File: src/rtl/clock_time_keeper_pkg.sv
// Shared clock encodings, field limits and widths.
// Used by the time keeper, the mode selector and the display stage.
package clock_pkg;

    typedef enum logic [1:0] {
        MODE_RUN      = 2'd0,
        MODE_SET_HOUR = 2'd1,
        MODE_SET_MIN  = 2'd2,
        MODE_SET_SEC  = 2'd3
    } mode_e;

    localparam int HOUR_W = 5;
    localparam int MIN_W  = 6;
    localparam int SEC_W  = 6;

    localparam logic [HOUR_W-1:0] MAX_HOUR = 5'd23;
    localparam logic [MIN_W-1:0]  MAX_MIN  = 6'd59;
    localparam logic [SEC_W-1:0]  MAX_SEC  = 6'd59;

    // 24-hour value (0..23) to 12-hour display value (1..12)
    function automatic logic [HOUR_W-1:0] to_12h(input logic [HOUR_W-1:0] h);
        if (h == '0)
            return 5'd12;
        else if (h > 5'd12)
            return h - 5'd12;
        else
            return h;
    endfunction

endpackage

File: src/rtl/clock_time_keeper_if.sv
// Mode/pulse inputs and time/display outputs of the time keeper.
// The pm signal exists only with CLOCK_TIME_KEEPER_12H_EN defined.
interface clock_time_keeper_if;
    import clock_pkg::*;

    logic [1:0]        mode;
    logic              inc_pulse;
    logic [HOUR_W-1:0] hours;
    logic [MIN_W-1:0]  minutes;
    logic [SEC_W-1:0]  seconds;
    logic              tick_1hz;
    logic              blink;
`ifdef CLOCK_TIME_KEEPER_12H_EN
    logic              pm;
`endif

    modport master (
`ifdef CLOCK_TIME_KEEPER_12H_EN
        input  pm,
`endif
        output mode, inc_pulse,
        input  hours, minutes, seconds, tick_1hz, blink
    );

    modport slave (
`ifdef CLOCK_TIME_KEEPER_12H_EN
        output pm,
`endif
        input  mode, inc_pulse,
        output hours, minutes, seconds, tick_1hz, blink
    );

endinterface

File: src/rtl/clock_time_keeper_tick_gen_1hz.sv
// 1 Hz prescaler: counts 0..CLK_FREQ_HZ-1, flags mid-second and last cycle.
// A synchronous clear restarts the second from zero.
module tick_gen_1hz #(
    parameter int CLK_FREQ_HZ = 50_000_000
) (
    input  logic clk,
    input  logic rst_n,
    input  logic clear,
    output logic half_tick,
    output logic full_tick
);

    localparam int CNT_W = $clog2(CLK_FREQ_HZ);
    localparam logic [CNT_W-1:0] LAST      = CNT_W'(CLK_FREQ_HZ - 1);
    localparam logic [CNT_W-1:0] HALF_LAST = CNT_W'(CLK_FREQ_HZ / 2 - 1);

    logic [CNT_W-1:0] cnt_q, cnt_d;

    // next count: clear wins, otherwise wrap at the last cycle of the second
    always_comb begin
        cnt_d = cnt_q + CNT_W'(1);
        if (clear || cnt_q == LAST)
            cnt_d = '0;
    end

    // prescaler register
    always_ff @(posedge clk or negedge rst_n) begin
        if (!rst_n)
            cnt_q <= '0;
        else
            cnt_q <= cnt_d;
    end

    assign half_tick = (cnt_q == HALF_LAST);
    assign full_tick = (cnt_q == LAST);

endmodule

File: src/rtl/clock_time_keeper.sv
// HH:MM:SS keeper with per-field SET modes and edit blink flag.
// Optional 12-hour display via CLOCK_TIME_KEEPER_12H_EN.
module clock_time_keeper
    import clock_pkg::*;
#(
    parameter int CLK_FREQ_HZ = 50_000_000
) (
    input logic                 clk,
    input logic                 rst_n,
    clock_time_keeper_if.slave  bus
);

    localparam int HOLD_W = $clog2(CLK_FREQ_HZ / 2 + 1);
    localparam logic [HOLD_W-1:0] HOLD_INIT = HOLD_W'(CLK_FREQ_HZ / 2);

    logic [HOUR_W-1:0] hours_q, hours_d;
    logic [MIN_W-1:0]  mins_q, mins_d;
    logic [SEC_W-1:0]  secs_q, secs_d;
    logic              blink_q, blink_d;
    logic [HOLD_W-1:0] hold_q, hold_d;
    logic              was_set_q;
    logic              run, set_h, set_m, set_s;
    logic              clear, half_tick, full_tick, tick;

    assign run   = (bus.mode == MODE_RUN);
    assign set_h = (bus.mode == MODE_SET_HOUR);
    assign set_m = (bus.mode == MODE_SET_MIN);
    assign set_s = (bus.mode == MODE_SET_SEC);

    // restart the second on the first RUN cycle after editing
    assign clear = run && was_set_q;
    assign tick  = run && full_tick && !clear;

    tick_gen_1hz #(
        .CLK_FREQ_HZ (CLK_FREQ_HZ)
    ) u_tick_gen (
        .clk       (clk),
        .rst_n     (rst_n),
        .clear     (clear),
        .half_tick (half_tick),
        .full_tick (full_tick)
    );

    // time fields: carry chain on a RUN tick, single-field step in SET
    always_comb begin
        hours_d = hours_q;
        mins_d  = mins_q;
        secs_d  = secs_q;
        if (tick) begin
            if (secs_q == MAX_SEC) begin
                secs_d = '0;
                if (mins_q == MAX_MIN) begin
                    mins_d  = '0;
                    hours_d = (hours_q == MAX_HOUR) ? '0 : hours_q + 5'd1;
                end else begin
                    mins_d = mins_q + 6'd1;
                end
            end else begin
                secs_d = secs_q + 6'd1;
            end
        end else if (bus.inc_pulse) begin
            if (set_h)
                hours_d = (hours_q == MAX_HOUR) ? '0 : hours_q + 5'd1;
            if (set_m)
                mins_d = (mins_q == MAX_MIN) ? '0 : mins_q + 6'd1;
            if (set_s)
                secs_d = (secs_q == MAX_SEC) ? '0 : secs_q + 6'd1;
        end
    end

    // blink: half-second square wave, held dark for a half-period after a step
    always_comb begin
        blink_d = blink_q;
        hold_d  = hold_q;
        if (run) begin
            blink_d = 1'b0;
            hold_d  = '0;
        end else if (bus.inc_pulse) begin
            blink_d = 1'b0;
            hold_d  = HOLD_INIT;
        end else if (hold_q != '0) begin
            blink_d = 1'b0;
            hold_d  = hold_q - HOLD_W'(1);
        end else if (half_tick || full_tick) begin
            blink_d = ~blink_q;
        end
    end

    // state registers
    always_ff @(posedge clk or negedge rst_n) begin
        if (!rst_n) begin
            hours_q   <= '0;
            mins_q    <= '0;
            secs_q    <= '0;
            blink_q   <= 1'b0;
            hold_q    <= '0;
            was_set_q <= 1'b0;
        end else begin
            hours_q   <= hours_d;
            mins_q    <= mins_d;
            secs_q    <= secs_d;
            blink_q   <= blink_d;
            hold_q    <= hold_d;
            was_set_q <= !run;
        end
    end

`ifdef CLOCK_TIME_KEEPER_12H_EN
    assign bus.hours = to_12h(hours_q);
    assign bus.pm    = (hours_q >= 5'd12);
`else
    assign bus.hours = hours_q;
`endif
    assign bus.minutes  = mins_q;
    assign bus.seconds  = secs_q;
    assign bus.tick_1hz = tick;
    assign bus.blink    = blink_q && !run;

endmodule
File: src/flat_wrapper.sv
// flat-port wrapper written by rule: the top's interface ports become plain ports
module clock_time_keeper_flat import clock_pkg::*;
#(
    parameter int CLK_FREQ_HZ = 50_000_000
)
  (clk, rst_n, bus_mode, bus_inc_pulse, bus_hours, bus_minutes, bus_seconds, bus_tick_1hz, bus_blink);
  clock_time_keeper_if bus_i ();
  input logic clk;
  input logic rst_n;
  input wire logic [$bits(bus_i.mode)-1:0] bus_mode;
  input wire logic [$bits(bus_i.inc_pulse)-1:0] bus_inc_pulse;
  output wire logic [$bits(bus_i.hours)-1:0] bus_hours;
  output wire logic [$bits(bus_i.minutes)-1:0] bus_minutes;
  output wire logic [$bits(bus_i.seconds)-1:0] bus_seconds;
  output wire logic [$bits(bus_i.tick_1hz)-1:0] bus_tick_1hz;
  output wire logic [$bits(bus_i.blink)-1:0] bus_blink;
  assign bus_i.mode = bus_mode;
  assign bus_i.inc_pulse = bus_inc_pulse;
  assign bus_hours = bus_i.hours;
  assign bus_minutes = bus_i.minutes;
  assign bus_seconds = bus_i.seconds;
  assign bus_tick_1hz = bus_i.tick_1hz;
  assign bus_blink = bus_i.blink;
  clock_time_keeper #(.CLK_FREQ_HZ(CLK_FREQ_HZ)) u_core (.clk(clk), .rst_n(rst_n), .bus(bus_i));
endmodule
File: config.mk
export PLATFORM = sky130hd
export DESIGN_NAME = clock_time_keeper_flat
export DESIGN_NICKNAME = d
export VERILOG_FILES = /design/src/rtl/clock_time_keeper_pkg.sv /design/src/rtl/clock_time_keeper_if.sv /design/src/rtl/clock_time_keeper_tick_gen_1hz.sv /design/src/rtl/clock_time_keeper.sv /design/src/flat_wrapper.sv
export SDC_FILE = /design/constraint.sdc
export NUM_CORES = 1
export LEC_CHECK = 0
export BUFFER_PORTS_ARGS = -buffer_cell sky130_fd_sc_hd__buf_2
export CAP_MARGIN = 20
export CORE_UTILIZATION = 40
export DETAILED_ROUTE_END_ITERATION = 6
export GPL_ROUTABILITY_DRIVEN = 1
export PLACE_DENSITY_LB_ADDON = 0.05
export SLEW_MARGIN = 0
export SYNTH_ARGS = -nofsm -noshare
export SYNTH_HDL_FRONTEND = slang
export SYNTH_SLANG_ARGS = --single-unit
File: constraint.sdc
create_clock -name clk -period 2.4 [get_ports clk]
set_input_delay 0.6 -clock clk [delete_from_list [all_inputs] [get_ports clk]]
set_output_delay 0.6 -clock clk [all_outputs]
set_load 0.05 [all_outputs]
# == After elaboration in Yosys (flattened, before gate mapping) ==
# Cells that the tools add are included.
# word_totals
inputBits,5
out_inout_bits,19
reg_bits,70
elab_cells,65
# op_classes
n_addsub,5
n_bitwise,1
n_mux,23
n_reduce_logical,19
n_eq_ne,10
# op_table
op,count
$mux W25,3
$mux W6,9
$mux W5,6
$add A26 B1 Y26 const B,1
$eq A26 B25 Y1 const B,1
$eq A26 B26 Y1 const B,1
$mux W26,1
$reduce_bool A25 Y1,1
$sub A25 B1 Y25 const B,1
$add A6 B1 Y6 const B,2
$eq A6 B6 Y1 const B,2
$reduce_bool A2 Y1,4
$add A5 B1 Y5 const B,1
$eq A5 B5 Y1 const B,1
$eq A2 B2 Y1 const B,2
$logic_and A1 B1 Y1,4
$mux W1,4
$ne A2 B1 Y1 const B,2
$reduce_and A4 Y1,1
$reduce_bool A4 Y1,1
$reduce_and A3 Y1,1
$reduce_bool A3 Y1,1
$eq A2 B1 Y1 const B,1
$logic_not A1 Y1,2
4 further kinds,5

# == Longest topological paths before layout ==
# Gate-level depths: netlist of the first run.
# depth
ltp_word,6
depth_mapped,8
mapped_depth_nobuf,7

# == By module ==
# A second synthesis of the first run with hierarchy kept.
# hier_totals
hier_cells,414
hier_area_um2,3857.4
# by_module_without_submodules
module,seq_area_each_um2,area_each_um2,cells_per_inst,instances
clock_time_keeper,1101.1,2373.5,254,1
tick_gen_1hz,650.6,1483.9,160,1

# == Least setup slack after synthesis of the first run ==
# Ideal clock, no wire load.
# synth_timing
kind,register -> output
from,register u_core.u_tick_gen.cnt_q[10]
to,output bus_tick_1hz
path_buffers,0
path_slack_ps,-117
t_arrival_ps,1917
required_ps,1800
path_stages_with_launch,5
path_cell_list,dfrtp_1 > or4bb_1 > or2_1 > nor4_4 > and2_1
# synth_between
elab_chain_len,3
# synth_lines
element,line,text
from (decl),clock_time_keeper_tick_gen_1hz.sv:17,"logic [CNT_W-1:0] cnt_q, cnt_d;"
from (signal assigned),clock_time_keeper_tick_gen_1hz.sv:31,cnt_q <= cnt_d;
$eq A26 B26 Y1,clock_time_keeper_tick_gen_1hz.sv:35,assign full_tick = (cnt_q == LAST);
$logic_and A1 B1 Y1 (2 in a row),clock_time_keeper.sv:32,assign tick = run && full_tick && !clear;
to (decl),flat_wrapper.sv:15,output wire logic [$bits(bus_i.tick_1hz)-1:0] bus_tick_1hz;
# Every way passes these cells.

# == Worst setup path in the final report of the first run ==
# layout_timing
from,register u_core.u_tick_gen.cnt_q[8]
to,output bus_tick_1hz
# Same word-level chain as after synthesis.

==> results of run 1 <==
-- cell type report --
class	count	area share, %
inverters	11	0.858
repair buffers	69	10.4
clock inverters	6	2.26
flip-flops and latches	70	36.4
clock buffers	10	2.86
well taps	129	3.35
multi-input cells	306	43.8
-- cell usage after synthesis (all sizes together) (2+ instances only) --
| master | n | share of area [%] |
|---|---|---|
| mux2 | 10 | 3.0 |
| a31oi | 2 | 0.32 |
| o311ai | 2 | 0.44 |
| nor2b | 2 | 0.32 |
| and3 | 7 | 1.1 |
| nand2b | 3 | 0.47 |
| nor2 | 54 | 5.1 |
| buf | 6 | 1.3 |
| nand4b | 4 | 0.88 |
| xor2 | 29 | 6.4 |
| or4b | 4 | 1.1 |
| ha | 6 | 1.9 |
| a21oi | 22 | 2.8 |
| clkbuf | 9 | 0.85 |
| nand3b | 2 | 0.38 |
| or2 | 3 | 0.47 |
| nor3 | 12 | 2.1 |
| inv | 10 | 0.95 |
| and4 | 6 | 1.3 |
| xnor2 | 13 | 2.9 |
| o211ai | 5 | 0.95 |
| nand4 | 13 | 2.2 |
| nor4b | 3 | 0.82 |
| or3b | 2 | 0.44 |
| o2bb2ai | 4 | 0.88 |
| nand3 | 24 | 3.0 |
| and2 | 4 | 0.69 |
| nand2 | 23 | 2.2 |
| o31ai | 6 | 1.3 |
| o21ai | 5 | 0.92 |
| or4 | 4 | 0.85 |
| nor4 | 9 | 2.6 |
| or3 | 10 | 1.8 |
| dfrtp | 70 | 44 |
-- power groups by stage --
| stage | clock network (mW) | logic (mW) | registers [mW] |
|---|---|---|---|
| 2_1_floorplan | 0 | 0.582 | 2.08 |
| 3_3_place_gp | 0 | 1.34 | 1.68 |
| 3_5_place_dp | 0 | 1.35 | 1.68 |
| 4_1_cts | 1.22 | 1.35 | 1.66 |
| 5_1_grt | 1.27 | 1.47 | 1.71 |
| 6_report | 1.18 | 1.34 | 1.66 |
-- kinds of logic (layout without fill, tap and decap cells) --
kind of cell	after synthesis	in the layout	synth area share (%)
AO/OA/AOI/OAI	57	57	10.0
XOR/XNOR	42	42	9.29
adder cells (fa/ha/maj)	6	6	1.90
buffers and inverters	26	96	3.19
flip-flops	70	70	44.2
multiplexers	10	10	3.03
AND/OR/NAND/NOR	191	191	28.3
-- state kept, by name, summed over array words and instances (netlist names) --
name / flops
u_core.was_set_q: 1
u_core.bus.hours: 5
u_core.bus.seconds: 6
u_core.u_tick_gen.cnt_q: 26
u_core.hold_q: 25
u_core.blink_q: 1
u_core.bus.minutes: 6
-- metal layers --
layer	track usage, %	vias up
met5	0	-
met4	6.35	0
met3	3.38	6
met2	29.0	29
met1	26.8	1522
li1	-	1588
-- worst max path at each step --
stage	from	slack, ps	cells past startpoint	end
2_1_floorplan	u_core.u_tick_gen.cnt_q[10]	3	4	bus_tick_1hz
4_1_cts	u_core.u_tick_gen.cnt_q[8]	-310	5	bus_tick_1hz
5_1_grt	u_core.u_tick_gen.cnt_q[8]	-380	5	bus_tick_1hz
3_3_place_gp	u_core.u_tick_gen.cnt_q[10]	-100	5	bus_tick_1hz
3_5_place_dp	u_core.u_tick_gen.cnt_q[10]	-90	5	bus_tick_1hz
6_report	u_core.u_tick_gen.cnt_q[8]	-250	5	bus_tick_1hz
-- cells in the final DEF (no fill, tap or decap), types with 6 or more instances in the layout --
cell type and count:
buf_2 21, buf_4 45, xnor2_1 13, clkbuf_8 10, nand3_1 23, and4_1 6
dfrtp_1 70, xor2_1 29, nor2_1 54, a21oi_1 22, nand2_1 23, nor3_1 9
nor4_1 6, mux2_2 7, nand4_1 12, ha_1 6, and3_1 7, or3_1 8
inv_1 10
-- repair_timing --
action	in CTS	in global routing
pin swaps	3	0
setup buffers	0	0
gates resized for setup	7	4
endpoints found under the hold margin	0	0
setup endpoints to repair	1	4
==> qor.csv, run 1 <==
stage,metric,value,unit
sta,worst_pin_slew,439,ps
clocking,clock_sinks,70,
finish,fin_util,51.1,%
floorplan,core_area,9420,sq um
pwr,p_comb_share,32.1,%
logic_synthesis,yosysWarnings,0,
placed_design,place_area,4530,sq um
floorplan,die-area,10300,sq um
sta,setup_ws,-249,ps
setup_path,r2r_slack,100,ps
clocking,max-clock-path-buffers,2,
sta,fmaxAchievable,378,MHz
setup_path,crit_type,register to output pin,
finish,final-seq-area,1750,sq um
setup_path,path_buf_inv,1,
floorplan,start_util,42.1,%
global_routing,grt_overflow,0,
clocking,root_buffer,clkbuf_8,
floorplan,fp.dieW,102,um
setup_path,critPathTopFamily,simple AND/OR/NAND/NOR gates,
route,wl_per_cell,14.4,um
route,drt_iter0_drc,97,
clocking,cts_made_buffers,9,
logic_synthesis,syn_inst,402,
pwr,switchingPower,1.62,mW
pwr,fin_total_pwr,4.18,mW
route,totalWireLength,8.66,mm
setup_path,crit_required,1800,ps
setup_path,arrival,2050,ps
floorplan,fp-row-count,35,
finish,diodes,0,
sta,relSlewSlack,70.4,%
route,drc,0,
sta,finalSetupViolations,1,
logic_synthesis,ys_seq_elements,70,
clocking,ctsHoldBuffers,0,
logic_synthesis,syn_area_per_cell,9.85,sq um
pwr,internal_power,2.56,mW
route,routed-wl-met2,3.85,mm
sta,finalMaxSlewViolations,0,
finish,fin_nets,478,
pwr,switching_share,38.7,%
finish,multi_input_area,2110,sq um
placed_design,dpl_worst_slack,-93.6,ps
hold_path,hp-class,primary input to async pin,
route,viasPerCell,5.23,
setup_path,rr_startpoint,u_core.u_tick_gen.cnt_q[18],
logic_synthesis,synth_ff_type,dfrtp_1,
floorplan,pin_count,24,
floorplan,die_h,102,um
route,num_vias,3145,
logic_synthesis,ys_types,67,
global_routing,grt_pass1_wl,15.0,mm
placed_design,routabilityCongestion,0.778,
sta,hold_viol_final,0,
finish,final_area,4810,sq um
finish,layout-drive-gt1-share,25.4,%
setup_path,crit_chain,or4bb_1 > or2_4 > nor4_4 > and2_4 > buf_12,
placed_design,dpl.cell_count,585,
setup_path,end_kind,output pin,
setup_path,r2r-end,u_core.bus.minutes[2],
route,route.met3.wl,193,um
setup_path,cp_max_fo,2,
setup_path,max_stage_delay,550,ps
pwr,seqPwrFrac,39.8,%
route,highest-signal-layer,met4,
clocking,clkSlewWorstSetupHoldPaths,80,ps
placed_design,port_buffers,23,
route,wl_met1,4.53,mm
clocking,htreeDepth,3,
logic_synthesis,syn-num-nets,413,
clocking,cts_tree,built,
setup_path,cp_slowest_cell,or4bb_1,
finish,n_fill_cell,915,
sta,rsz0062_at_grt,yes,
sta,holdWs,181,ps
global_routing,grt_max_degree,43,
pwr,clockPowerShare,28.2,%
job,drv_cap,0,
sta,period_needed,2650,ps
setup_path,r2r_cells,7,
sta,finClkSkew,12.8,ps
clocking,clk_latency,340,ps
setup_path,start_kind,register,
outcome,violations,negative setup slack,
sta,fin_crit_sh,110,%
logic_synthesis,ys_seq_area_share,44.2,%
finish,instances_no_fill,601,
global_routing,grt_usage,18.9,%
logic_synthesis,synth_edf_count,0,
finish,area_delta_synth_final,21.5,%
global_routing,grt_pass1_vias,3124,
route,ant_nets,0,
pwr,ir_worst_vdd,0.000767,V
pwr,powerDensity,869,nW/um^2
placed_design,hpwl,6.23,mm
pwr,p_leak,2.09,nW
logic_synthesis,syn-cell-area,3960,sq um
route,drtPass1Iterations,6,
global_routing,antenna_found_initial,0,
sta,finalSetupTns,-249,ps
outcome,outcome,"complete, but fails checks",
logic_synthesis,async_reset_ff_share,100,%
Note: power is estimated with default switching activity, not from simulation.
==> inputs of run 2 (changes only) <==
Settings changed: PLACE_DENSITY_LB_ADDON 0.05 to 0.1, REMOVE_ABC_BUFFERS set to 1.
==> qor.csv, run 2 (synthesized netlist as in run 1, its figures left out) <==
stage,metric,value,unit
setup_path,cp_slowest_cell,or4bb_1,
sta,finalSetupViolations,1,
clocking,clock_sinks,70,
pwr,p_comb_share,34.1,%
clocking,clk_latency,340,ps
global_routing,grt_max_degree,71,
setup_path,cp_max_fo,2,
job,drv_cap,0,
setup_path,crit_type,register to output pin,
finish,top_regs,"u_core.u_tick_gen.cnt_q: 26 flops, u_core.hold_q: 25 flops",
finish,largest-register,u_core.u_tick_gen.cnt_q,
clocking,cts_made_buffers,9,
outcome,outcome,"complete, but fails checks",
route,drt_iter0_drc,125,
clocking,htreeDepth,3,
sta,finClkSkew,12.2,ps
placed_design,place_area,4460,sq um
route,num_vias,3184,
outcome,violations,negative setup slack,
pwr,powerDensity,825,nW/um^2
global_routing,grt_usage,18.8,%
clocking,clkSlewWorstSetupHoldPaths,80,ps
global_routing,grt_pass1_vias,3118,
placed_design,hpwl,6.06,mm
sta,holdWs,262,ps
sta,fmaxAchievable,387,MHz
sta,period_needed,2590,ps
route,drtPass1Iterations,5,
sta,hold_viol_final,0,
finish,instances_no_fill,599,
sta,rsz0062_at_grt,yes,
sta,setup_ws,-185,ps
pwr,fin_total_pwr,3.90,mW
clocking,ctsHoldBuffers,0,
route,drc,0,
placed_design,port_buffers,23,
clocking,cts_tree,built,
finish,final_common_cell,dfrtp_1,
pwr,internal_power,2.30,mW
floorplan,pin_count,24,
finish,multi_input_area,2120,sq um
pwr,seqPwrFrac,42.8,%
floorplan,die-area,10300,sq um
placed_design,dpl_worst_slack,0.959,ps
setup_path,r2r_slack,100,ps
finish,largest_reg_flops,26,
clocking,root_buffer,clkbuf_8,
setup_path,max_stage_delay,520,ps
floorplan,fp.dieW,102,um
global_routing,grt_overflow,0,
clocking,max-clock-path-buffers,2,
setup_path,crit_required,1800,ps
route,wl_per_cell,14.7,um
floorplan,fp-row-count,35,
floorplan,start_util,42.1,%
sta,finalMaxSlewViolations,0,
setup_path,start_kind,register,
pwr,clockPowerShare,23.1,%
finish,final-seq-area,1750,sq um
global_routing,grt_pass1_wl,15.1,mm
setup_path,end_kind,output pin,
floorplan,die_h,102,um
finish,fin_util,50.2,%
hold_path,hp-class,primary input to async pin,
placed_design,routabilityCongestion,0.756,
placed_design,dpl.cell_count,578,
pwr,ir_worst_vdd,0.000696,V
route,viasPerCell,5.32,
sta,fin_crit_sh,108,%
finish,fin_nets,476,
pwr,p_leak,2.04,nW
finish,area_delta_synth_final,19.2,%
sta,worst_pin_slew,417,ps
route,ant_nets,0,
finish,diodes,0,
finish,layout_common_cells,"dfrtp_1 (70), nor2_1 (54), buf_4 (41), xor2_1 (29), nand3_1 (24)",
pwr,switching_share,41.0,%
global_routing,antenna_found_initial,0,
sta,finalSetupTns,-185,ps
floorplan,core_area,9420,sq um
setup_path,crit_chain,or4bb_1 > or2_4 > nor4_4 > and2_4 > buf_8,
sta,relSlewSlack,72.1,%
finish,final_area,4720,sq um
finish,layout-drive-gt1-share,24.9,%
finish,n_fill_cell,904,
pwr,switchingPower,1.60,mW
setup_path,arrival,1990,ps
route,totalWireLength,8.83,mm
[run 2: cell types whose count changed in the layout (fill, tap and decap cells not counted), sizes merged]
cell,delta
clkinv,-1
clkinvlp,+1
o21ai,+1
buf,-3
bufinv,-3
clkbuf,+3
[run 2: layer usage]
metal / track usage (%) / wire length (um) / share of wire, % / vias to the layer above
li1: - / - / - / 1585
met1: 25.8 / 4400 / 50 / 1544
met2: 29.9 / 4020 / 46 / 47
met3: 4.42 / 335 / 3.8 / 8
met4: 4.91 / 67 / 0.76 / 0
met5: 0 / 0 / 0 / -
[run 2: path summary, 6_finish.rpt]
| path | startpoint | end | depth (start not counted) |
|---|---|---|---|
| min in group clk | u_core.u_tick_gen.cnt_q[0] | u_core.u_tick_gen.cnt_q[0] | 1 |
| max reg2reg | u_core.u_tick_gen.cnt_q[10] | u_core.bus.seconds[2] | 7 |
| min | rst_n | u_core.u_tick_gen.cnt_q[21] | 2 |
| max in group asynchronous | rst_n | u_core.bus.hours[0] | 2 |
| min reg2reg | u_core.u_tick_gen.cnt_q[0] | u_core.u_tick_gen.cnt_q[0] | 1 |
| max | u_core.u_tick_gen.cnt_q[10] | bus_tick_1hz | 5 |
[run 2: final cells by class]
class | count | area share, %
inverter | 11 | 0.874
timing repair buffer | 66 | 9.83
clock inverter | 3 | 0.371
clock buffer | 13 | 3.58
sequential | 70 | 37.1
multi-input combinational | 307 | 44.8
tap | 129 | 3.42
[run 2: repair_timing]
| item | CTS | global route |
|---|---|---|
| gates cloned | 0 | 1 |
| resized for setup | 6 | 6 |
| setup endpoints to repair | 1 | 9 |
| pin swaps | 4 | 8 |
| buffers inserted | 2 | 3 |
[run 2: worst max-delay path, delay by kind of cell, from the launching register on]
kind | cells | cell delay [ps]
buf+inv | 1 | 140
flops | 1 | 380
simple gates | 4 | 1120
[run 2: power by group through the flow]
stage          logic (mW)  clock network [mW]  registers [mW]
2_1_floorplan       0.541                   0            2.10
3_3_place_gp         1.31                   0            1.68
3_5_place_dp         1.32                   0            1.69
4_1_cts              1.33               0.928            1.67
5_1_grt              1.45               0.981            1.72
6_report             1.33               0.900            1.67
==> inputs of run 3 (changes only) <==
Settings changed: TNS_END_PERCENT set to 50.
==> qor.csv, run 3 (synthesized netlist as in run 1, its figures left out) <==
stage,metric,value,unit
setup_path,arrival,1990,ps
pwr,clockPowerShare,23.1,%
route,drtPass1Iterations,4,
sta,finalSetupTns,-187,ps
floorplan,pin_count,24,
clocking,root_buffer,clkbuf_8,
pwr,switching_share,41.0,%
clocking,clkSlewWorstSetupHoldPaths,80,ps
sta,period_needed,2590,ps
finish,top_regs,"u_core.u_tick_gen.cnt_q: 26 flops, u_core.hold_q: 25 flops",
sta,finClkSkew,11.3,ps
placed_design,hpwl,6.06,mm
finish,largest-register,u_core.u_tick_gen.cnt_q,
sta,fin_crit_sh,108,%
setup_path,cp_max_fo,2,
finish,fin_nets,474,
finish,area_delta_synth_final,18.9,%
clocking,clk_latency,340,ps
global_routing,grt_pass1_vias,3118,
pwr,seqPwrFrac,42.8,%
setup_path,rr_startpoint,u_core.u_tick_gen.cnt_q[10],
pwr,p_leak,2.03,nW
floorplan,fp.dieW,102,um
global_routing,grt_pass1_wl,15.1,mm
finish,diodes,0,
floorplan,fp-row-count,35,
clocking,max-clock-path-buffers,2,
pwr,powerDensity,827,nW/um^2
sta,setup_ws,-187,ps
finish,layout_common_cells,"dfrtp_1 (70), nor2_1 (54), buf_4 (40), xor2_1 (29), nand3_1 (24)",
sta,relSlewSlack,71.8,%
pwr,switchingPower,1.60,mW
global_routing,grt_usage,18.8,%
placed_design,dpl_worst_slack,0.959,ps
setup_path,start_kind,register,
floorplan,die_h,102,um
clocking,ctsHoldBuffers,0,
pwr,fin_total_pwr,3.90,mW
clocking,htreeDepth,3,
global_routing,grt_max_degree,71,
route,viasPerCell,5.31,
floorplan,die-area,10300,sq um
finish,n_fill_cell,904,
route,num_vias,3169,
clocking,clock_sinks,70,
sta,hold_viol_final,0,
placed_design,routabilityCongestion,0.756,
sta,finalSetupViolations,1,
setup_path,end_kind,output pin,
global_routing,antenna_found_initial,0,
global_routing,grt_overflow,0,
job,drv_cap,0,
route,drt_iter0_drc,134,
route,drc,0,
route,ant_nets,0,
sta,rsz0062_at_grt,yes,
outcome,outcome,"complete, but fails checks",
finish,layout-drive-gt1-share,24.8,%
pwr,p_comb_share,34.1,%
setup_path,crit_type,register to output pin,
placed_design,port_buffers,23,
hold_path,hp-class,primary input to async pin,
finish,largest_reg_flops,26,
route,totalWireLength,8.70,mm
setup_path,crit_required,1800,ps
setup_path,crit_start,u_core.u_tick_gen.cnt_q[10],
clocking,cts_tree,built,
pwr,ir_worst_vdd,0.000695,V
floorplan,start_util,42.1,%
pwr,internal_power,2.30,mW
finish,final_common_cell,dfrtp_1,
floorplan,core_area,9420,sq um
outcome,violations,negative setup slack,
sta,finalMaxSlewViolations,0,
route,wl_per_cell,14.6,um
clocking,cts_made_buffers,9,
sta,worst_pin_slew,421,ps
sta,fmaxAchievable,387,MHz
==> run 3: cell types whose count changed in the layout (fill, tap and decap cells not counted) <==
cell and change:
a21oi_1 -1, a21oi_2 +1, buf_4 -1, o21ai_2 -1
==> run 3: layout make-up <==
type                       instances  area (sq um)  share of cell area [%]
clock buffer                      13           169                    3.59
clock inverter                     3          17.5                   0.372
inverter                          11          41.3                   0.876
multi-input combinational        306          2110                    44.9
sequential                        70          1750                    37.2
tap                              129           161                    3.43
timing repair buffer              65           457                    9.69
==> run 3: power by group through the flow <==
stage | sequential (mW) | combinational, mW | clock, mW
3_3_place_gp | 1.68 | 1.31 | 0
2_1_floorplan | 2.10 | 0.541 | 0
6_report | 1.67 | 1.33 | 0.901
5_1_grt | 1.72 | 1.45 | 0.981
4_1_cts | 1.67 | 1.33 | 0.928
3_5_place_dp | 1.69 | 1.32 | 0
==> run 3: what timing repair did <==
action | 4_1_cts | 5_1_grt
gates resized for setup | 6 | 7
pin swaps | 4 | 7
endpoints found under the hold margin | 0 | 0
endpoints found under the setup margin | 1 | 9
buffers inserted | 2 | 2
==> run 3: metrics by stage <==
stage                     util (%)  instance area [sq um]  cells  hold WS, ps
after floorplan                  -                   3880    387          304
after global placement        47.3                   4460    578          481
after detailed placement      47.3                   4460    578          482
after CTS                     49.7                   4680    596          278
after global routing          50.0                   4710    597          304
final                         50.0                   4710    597          261
==> run 3: final timing paths <==
kind / to / slack (ps) / depth (start not counted)
max reg2reg: u_core.bus.seconds[2] / 100 / 7
max in group asynchronous: u_core.hold_q[1] / 1820 / 2
max: bus_tick_1hz / -190 / 5
min: u_core.u_tick_gen.cnt_q[21] / 260 / 2
min in group clk: u_core.u_tick_gen.cnt_q[0] / 490 / 1
min reg2reg: u_core.u_tick_gen.cnt_q[0] / 490 / 1
==> run 3: routing by layer <==
| layer | vias to the layer above | global-route usage (%) | part of all wire, % |
|---|---|---|---|
| met5 | - | 0 | 0 |
| met4 | 0 | 4.91 | 0.77 |
| met3 | 8 | 4.42 | 3.6 |
| met2 | 43 | 29.9 | 46 |
| met1 | 1540 | 25.8 | 50 |
| li1 | 1578 | - | - |
==> run 3: critical path: stages (launching register included) <==
cell and delay (ps):
dfrtp_1 380, or4bb_1 520, or2_4 260, nor4_4 140, and2_4 200, buf_8 140
